[config.mk]
export PLATFORM = sky130hd
export DESIGN_NAME = div_ctrl
export DESIGN_NICKNAME = d
export VERILOG_FILES = /design/src/rtl/div_ctrl.sv
export SDC_FILE = /design/constraint.sdc
export NUM_CORES = 1
export LEC_CHECK = 0
export CAP_MARGIN = 10
export CORE_ASPECT_RATIO = 1.2
export CORE_MARGIN = 3
export CORE_UTILIZATION = 40
export CTS_CLUSTER_DIAMETER = 60
export CTS_CLUSTER_SIZE = 20
export DETAILED_ROUTE_END_ITERATION = 16
export PLACE_DENSITY = 0.69
export SKIP_CTS_REPAIR_TIMING = 1
export SYNTH_ARGS = -nofsm -noshare
export SYNTH_HDL_FRONTEND = slang
export SYNTH_SLANG_ARGS = --single-unit
[constraint.sdc]
create_clock -name clock -period 2.07 [get_ports clock]
set_clock_uncertainty 0.05 [all_clocks]
set_input_delay 0.414 -clock clock [delete_from_list [all_inputs] [get_ports clock]]
set_output_delay 0.414 -clock clock [all_outputs]
set_load 0.01 [all_outputs]
[src/rtl/div_ctrl.sv]
// div_ctrl: sequencing controller for the iterative M-extension divider.
//   Accepts DIV/DIVU/REM/REMU requests. Divide-by-zero, signed overflow and
//   result-cache hits are answered without running the divider. All other
//   requests are issued to the divider. Responses return the selected word
//   with the request's destination tag. A flush kills the in-flight request.
//
// Ports:
//   clock, nreset                      clock (rising edge), async active-low reset
//   req_valid_i/req_ready_o            request handshake
//   req_op_i                           00 DIV, 01 DIVU, 10 REM, 11 REMU
//   req_a_i, req_b_i, req_tag_i        dividend, divisor, destination tag
//   flush_i                            kill the in-flight request
//   resp_valid_o/resp_ready_i          response handshake
//   resp_data_o, resp_tag_o            selected quotient/remainder and its tag
//   div_a_o, div_b_o, div_signed_o     divider operands and signedness
//   div_in_valid_o/div_in_ready_i      divider start handshake
//   div_q_i, div_r_i                   divider quotient and remainder
//   div_out_valid_i/div_out_ready_o    divider result handshake
module div_ctrl #(
  parameter int unsigned XLEN     = 32,
  parameter int unsigned TAG_W    = 5,
  parameter bit          CACHE_EN = 1'b1
) (
  input  logic             clock,
  input  logic             nreset,
  input  logic             req_valid_i,
  output logic             req_ready_o,
  input  logic [1:0]       req_op_i,
  input  logic [XLEN-1:0]  req_a_i,
  input  logic [XLEN-1:0]  req_b_i,
  input  logic [TAG_W-1:0] req_tag_i,
  input  logic             flush_i,
  output logic             resp_valid_o,
  input  logic             resp_ready_i,
  output logic [XLEN-1:0]  resp_data_o,
  output logic [TAG_W-1:0] resp_tag_o,
  output logic [XLEN-1:0]  div_a_o,
  output logic [XLEN-1:0]  div_b_o,
  output logic             div_signed_o,
  output logic             div_in_valid_o,
  input  logic             div_in_ready_i,
  input  logic [XLEN-1:0]  div_q_i,
  input  logic [XLEN-1:0]  div_r_i,
  input  logic             div_out_valid_i,
  output logic             div_out_ready_o
);

  typedef enum logic [2:0] {
    S_IDLE,
    S_ISSUE,
    S_WAIT,
    S_DRAIN,
    S_RESP
  } state_t;

  localparam logic [XLEN-1:0] MIN_NEG = {1'b1, {(XLEN-1){1'b0}}};

  state_t state, state_next;

  // latched request
  logic             rem_q;
  logic             sgn_q;
  logic [XLEN-1:0]  a_q;
  logic [XLEN-1:0]  b_q;
  logic [TAG_W-1:0] tag_q;
  logic [XLEN-1:0]  data_q;

  // one-entry result cache
  logic             cache_vld;
  logic             cache_sgn;
  logic [XLEN-1:0]  cache_a;
  logic [XLEN-1:0]  cache_b;
  logic [XLEN-1:0]  cache_q;
  logic [XLEN-1:0]  cache_r;

  // request decode
  logic             req_sgn;
  logic             req_rem;
  logic             accept;
  logic             div_zero;
  logic             ovf;
  logic             hit;
  logic             fast;
  logic [XLEN-1:0]  fast_data;
  logic             capture;

  // accept is derived from state directly rather than from req_ready_o so
  // that the ready output and the next-state logic stay free of a loop.
  always_comb begin
    req_sgn   = ~req_op_i[0];
    req_rem   = req_op_i[1];
    accept    = (state == S_IDLE) & req_valid_i & ~flush_i;
    div_zero  = (req_b_i == '0);
    ovf       = req_sgn & (req_a_i == MIN_NEG) & (req_b_i == '1);
    hit       = CACHE_EN & cache_vld & (cache_a == req_a_i) &
                (cache_b == req_b_i) & (cache_sgn == req_sgn);
    fast      = div_zero | ovf | hit;
    fast_data = '0;
    if (div_zero) begin
      fast_data = req_rem ? req_a_i : '1;
    end else if (ovf) begin
      fast_data = req_rem ? '0 : MIN_NEG;
    end else if (hit) begin
      fast_data = req_rem ? cache_r : cache_q;
    end
  end

  always_ff @(posedge clock or negedge nreset) begin
    if (!nreset) begin
      state <= S_IDLE;
    end else begin
      state <= state_next;
    end
  end

  always_comb begin
    state_next      = state;
    capture         = 1'b0;
    // gated by nreset so every output reads 0 while reset is held
    req_ready_o     = nreset & (state == S_IDLE) & ~flush_i;
    div_in_valid_o  = 1'b0;
    div_out_ready_o = 1'b0;
    resp_valid_o    = 1'b0;
    case (state)
      S_IDLE: begin
        if (req_valid_i & ~flush_i) begin
          state_next = fast ? S_RESP : S_ISSUE;
        end
      end
      S_ISSUE: begin
        div_in_valid_o = 1'b1;
        if (div_in_ready_i) begin
          // the divider has started; a flush now must still absorb its result
          state_next = flush_i ? S_DRAIN : S_WAIT;
        end else if (flush_i) begin
          state_next = S_IDLE;
        end
      end
      S_WAIT: begin
        div_out_ready_o = 1'b1;
        if (div_out_valid_i) begin
          if (flush_i) begin
            state_next = S_IDLE;
          end else begin
            capture    = 1'b1;
            state_next = S_RESP;
          end
        end else if (flush_i) begin
          state_next = S_DRAIN;
        end
      end
      S_DRAIN: begin
        div_out_ready_o = 1'b1;
        if (div_out_valid_i) begin
          state_next = S_IDLE;
        end
      end
      S_RESP: begin
        resp_valid_o = 1'b1;
        if (resp_ready_i | flush_i) begin
          state_next = S_IDLE;
        end
      end
      default: state_next = S_IDLE;
    endcase
  end

  always_ff @(posedge clock or negedge nreset) begin
    if (!nreset) begin
      rem_q     <= 1'b0;
      sgn_q     <= 1'b0;
      a_q       <= '0;
      b_q       <= '0;
      tag_q     <= '0;
      data_q    <= '0;
      cache_vld <= 1'b0;
      cache_sgn <= 1'b0;
      cache_a   <= '0;
      cache_b   <= '0;
      cache_q   <= '0;
      cache_r   <= '0;
    end else begin
      if (accept) begin
        rem_q <= req_rem;
        sgn_q <= req_sgn;
        a_q   <= req_a_i;
        b_q   <= req_b_i;
        tag_q <= req_tag_i;
        if (fast) begin
          data_q <= fast_data;
        end
      end
      if (capture) begin
        data_q <= rem_q ? div_r_i : div_q_i;
        if (CACHE_EN) begin
          cache_vld <= 1'b1;
          cache_sgn <= sgn_q;
          cache_a   <= a_q;
          cache_b   <= b_q;
          cache_q   <= div_q_i;
          cache_r   <= div_r_i;
        end
      end
    end
  end

  assign div_a_o      = a_q;
  assign div_b_o      = b_q;
  assign div_signed_o = sgn_q;
  assign resp_data_o  = data_q;
  assign resp_tag_o   = tag_q;

endmodule
==> impl_metrics.tcl <==
set metrics [dict create \
    power.density_nw_per_um2 1271 \
    end_kind "output pin" \
    synth_top_family_by_area "simple AND/OR/NAND/NOR gates" \
    drc 0 \
    clock_latency_ns 0.52 \
    avgRoutedWirePerCell_um 19.12 \
    synth_area_leaders "dfrtp_1 (52%), nand2_1 (19%), mux2_2 (3.1%), mux2i_1 (2.9%), a2bb2oi_2 (2.6%)" \
    arrival_ns 2.04 \
    place_area_um2 15260 \
    vias_per_cell 5.134 \
    power.total_uw 20580 \
    route.met3.wl_um 2521 \
    drt-initial-drc-count 762 \
    grt_pass1_vias 10480 \
    period_share_pct 120.9 \
    cap_violations 0 \
    ys_seq_area_share_pct 51.75 \
    final-hold-violation-count 1 \
    worst_slew_margin_rel_pct 35.55 \
    cp_max_fo 2 \
    final_util_pct 57.82 \
    syn_nets 1441 \
    leakagePower_uw 0.007740 \
    ys_types 51 \
    yosysWarnings 0 \
    synth_edf_count 0 \
    start_util_pct 40.76 \
    synth-adder-area-share_pct 0 \
    avgSynthCellArea_um2 8.785 \
    hold_path.class "input pin to asynchronous set/reset pin" \
    seq_area_um2 5907 \
    place_inst 1975 \
    setup_viol 35 \
    grt_pass1_wl_um 59110 \
    io_pins 248 \
    cp.required_ns 1.61 \
    antenna_found_initial 3 \
    ys_ff_latch 236 \
    violations "negative hold slack, negative setup slack" \
    max_slew.worst_pin.slew_ns 0.9668 \
    grt_start_max_net_pins 168 \
    period_minus_slack_ns 2.502 \
    synth_ff_type "dfrtp_1" \
    drtPass1Iterations 5 \
    gr-total-overflow 0 \
    clkTransAtPathRegs_ns 0.08 \
    synthArstFlopShare_pct 100.0 \
    antenna_left 0 \
    irDropWorstVdd_mv 0.6686 \
    syn-instance-count 1299 \
    dieArea_um2 30600 \
    status "finished, violations left" \
    row_count 67 \
    synthMuxAreaShare_pct 5.953 \
    core_um2 28000 \
    final_cells 2018 \
    cts_max_level 1 \
    multi_input_area_um2 5304 \
    path_class "register to output pin" \
    critPathLaunchType "register" \
    synth_top_area_share_pct 51.75 \
    wl_met1_um 16090 \
    vias 10360 \
    io_buffers 247 \
    finalSetupTns_ns -12.48 \
    synth_compound_area_share_pct 9.758 \
    area_growth_pct 41.86 \
    post-synth-top-area-cell "dfrtp_1" \
    synth-xor-area-share_pct 3.223 \
    cts_tree "done" \
    fmax_ghz 0.3996 \
    final_area_um2 16190 \
    fp.dieW_um 160.2 \
    track_usage_pct 24.33 \
    fin_ws_ns -0.4325 \
    cts_buffers 20 \
    hpwl_um 28210 \
    dieHeight_um 191.0 \
    drive_gt1_share_pct 15.51 \
    layout.nets 1766 \
    syn_area_um2 11410 \
    routed.top_layer "met5" \
    clk_path_buf_depth 3 \
    rsz0062_at_grt "true" \
    nFillCells 2501 \
    cts-root-buf "clkbuf_16" \
    wl_met2_um 18690 \
    synthSimpleGateAreaFrac_pct 25.87 \
    clock-sinks 236 \
    hold_slack_ns -0.007424 \
    gp_congestion 0.9278 \
    wl_um 38590 \
    final_max_slew_viol_count 0 \
]
worst max-delay path, stage by stage, from the launching register on:
cell and delay [ns]:
dfrtp_1 0.43, nor4_4 0.37, and2_1 0.19, clkdlybuf4s50_1 0.54
state kept, by name (all words and copies together) (netlist names), 3 cells and up:
signal	count
cache_a	32
cache_b	32
cache_q	32
cache_r	32
div_a_o	32
div_b_o	32
resp_data_o	32
resp_tag_o	5
state	3
metrics by stage:
step | hold WS [ns] | worst slack [ns]
after floorplan | 0.06841 | -0.1321
after global placement | 0.4025 | -0.9380
after detailed placement | 0.4092 | -1.005
after CTS | 0.07735 | -0.6111
after global routing | 0.09208 | -0.5207
final | -0.007424 | -0.4325
power by group:
part	total (µW)	switching (µW)	internal (µW)
Sequential	8340	1610	6740
Clock	3890	1920	1970
Combinational	8340	3870	4480
cell usage in the layout (no fill, tap or decap), drive strengths merged, types with 2 or more instances in the layout:
| master | count |
|---|---|
| a2111oi | 5 |
| a21oi | 2 |
| a22o | 2 |
| a2bb2oi | 31 |
| a31oi | 32 |
| and2 | 3 |
| and4 | 4 |
| buf | 130 |
| clkbuf | 25 |
| clkdlybuf4s50 | 238 |
| clkinv | 5 |
| clkinvlp | 3 |
| dfrtp | 236 |
| dlymetal6s2s | 7 |
| inv | 28 |
| mux2 | 31 |
| mux2i | 33 |
| nand2 | 572 |
| nand2b | 28 |
| nand3 | 4 |
| nand4 | 14 |
| nor2 | 37 |
| nor2b | 15 |
| nor3 | 2 |
| nor4 | 23 |
| o21ai | 58 |
| o22ai | 7 |
| or4 | 3 |
| xnor2 | 21 |
| xor2 | 21 |
layer usage:
metal	track usage (%)	vias to the layer above
li1	-	4930
met1	31.84	5014
met2	40.79	344
met3	4.681	69
met4	8.047	4
met5	0	-
Yosys cell counts, drive strengths merged (2+ instances only):
library cell,count
and2,3
inv,23
nand2,572
a21oi,2
o21ai,58
nand4,14
o22ai,7
nand2b,28
or4,3
nor2b,15
mux2,31
a2111oi,5
nor3,2
a31oi,32
nor4,23
mux2i,33
and4,4
buf,18
nor2,37
xor2,21
nand3,4
xnor2,21
dfrtp,236
clkbuf,56
a22o,2
a2bb2oi,31
path summary, 6_finish.rpt:
| check | startpoint | slack [ns] | cells after the start | end |
|---|---|---|---|---|
| max | state[2] | -0.43 | 3 | req_ready_o |
| min | nreset | -0.007 | 2 | resp_tag_o[4] |
| max reg2reg | cache_b[7] | -0.36 | 9 | resp_data_o[10] |
| min reg2reg | cache_q[13] | 0.42 | 2 | cache_q[13] |
| max in group asynchronous | nreset | 1.18 | 2 | rem_q |
| min in group clock | req_a_i[29] | 0.19 | 3 | div_a_o[29] |
logic make-up (layout without fill, tap and decap cells):
group | Yosys count | after routing
AOI/OAI and AO/OA | 149 | 149
xor gates and xnor gates | 42 | 42
buffers and inverters | 97 | 436
DFF | 236 | 236
muxes | 64 | 64
other | 0 | 1
and+or+nand+nor | 711 | 711
cell type report:
cell class | instances | area share [%]
antenna | 1 | 0.01546
inverter | 23 | 0.5333
sequential | 236 | 36.49
clock inverter | 13 | 0.7574
multi-input combinational | 966 | 32.76
timing repair buffer | 377 | 23.16
clock buffer | 23 | 3.354
tap | 379 | 2.929
Power figures use the tool's default switching activity.
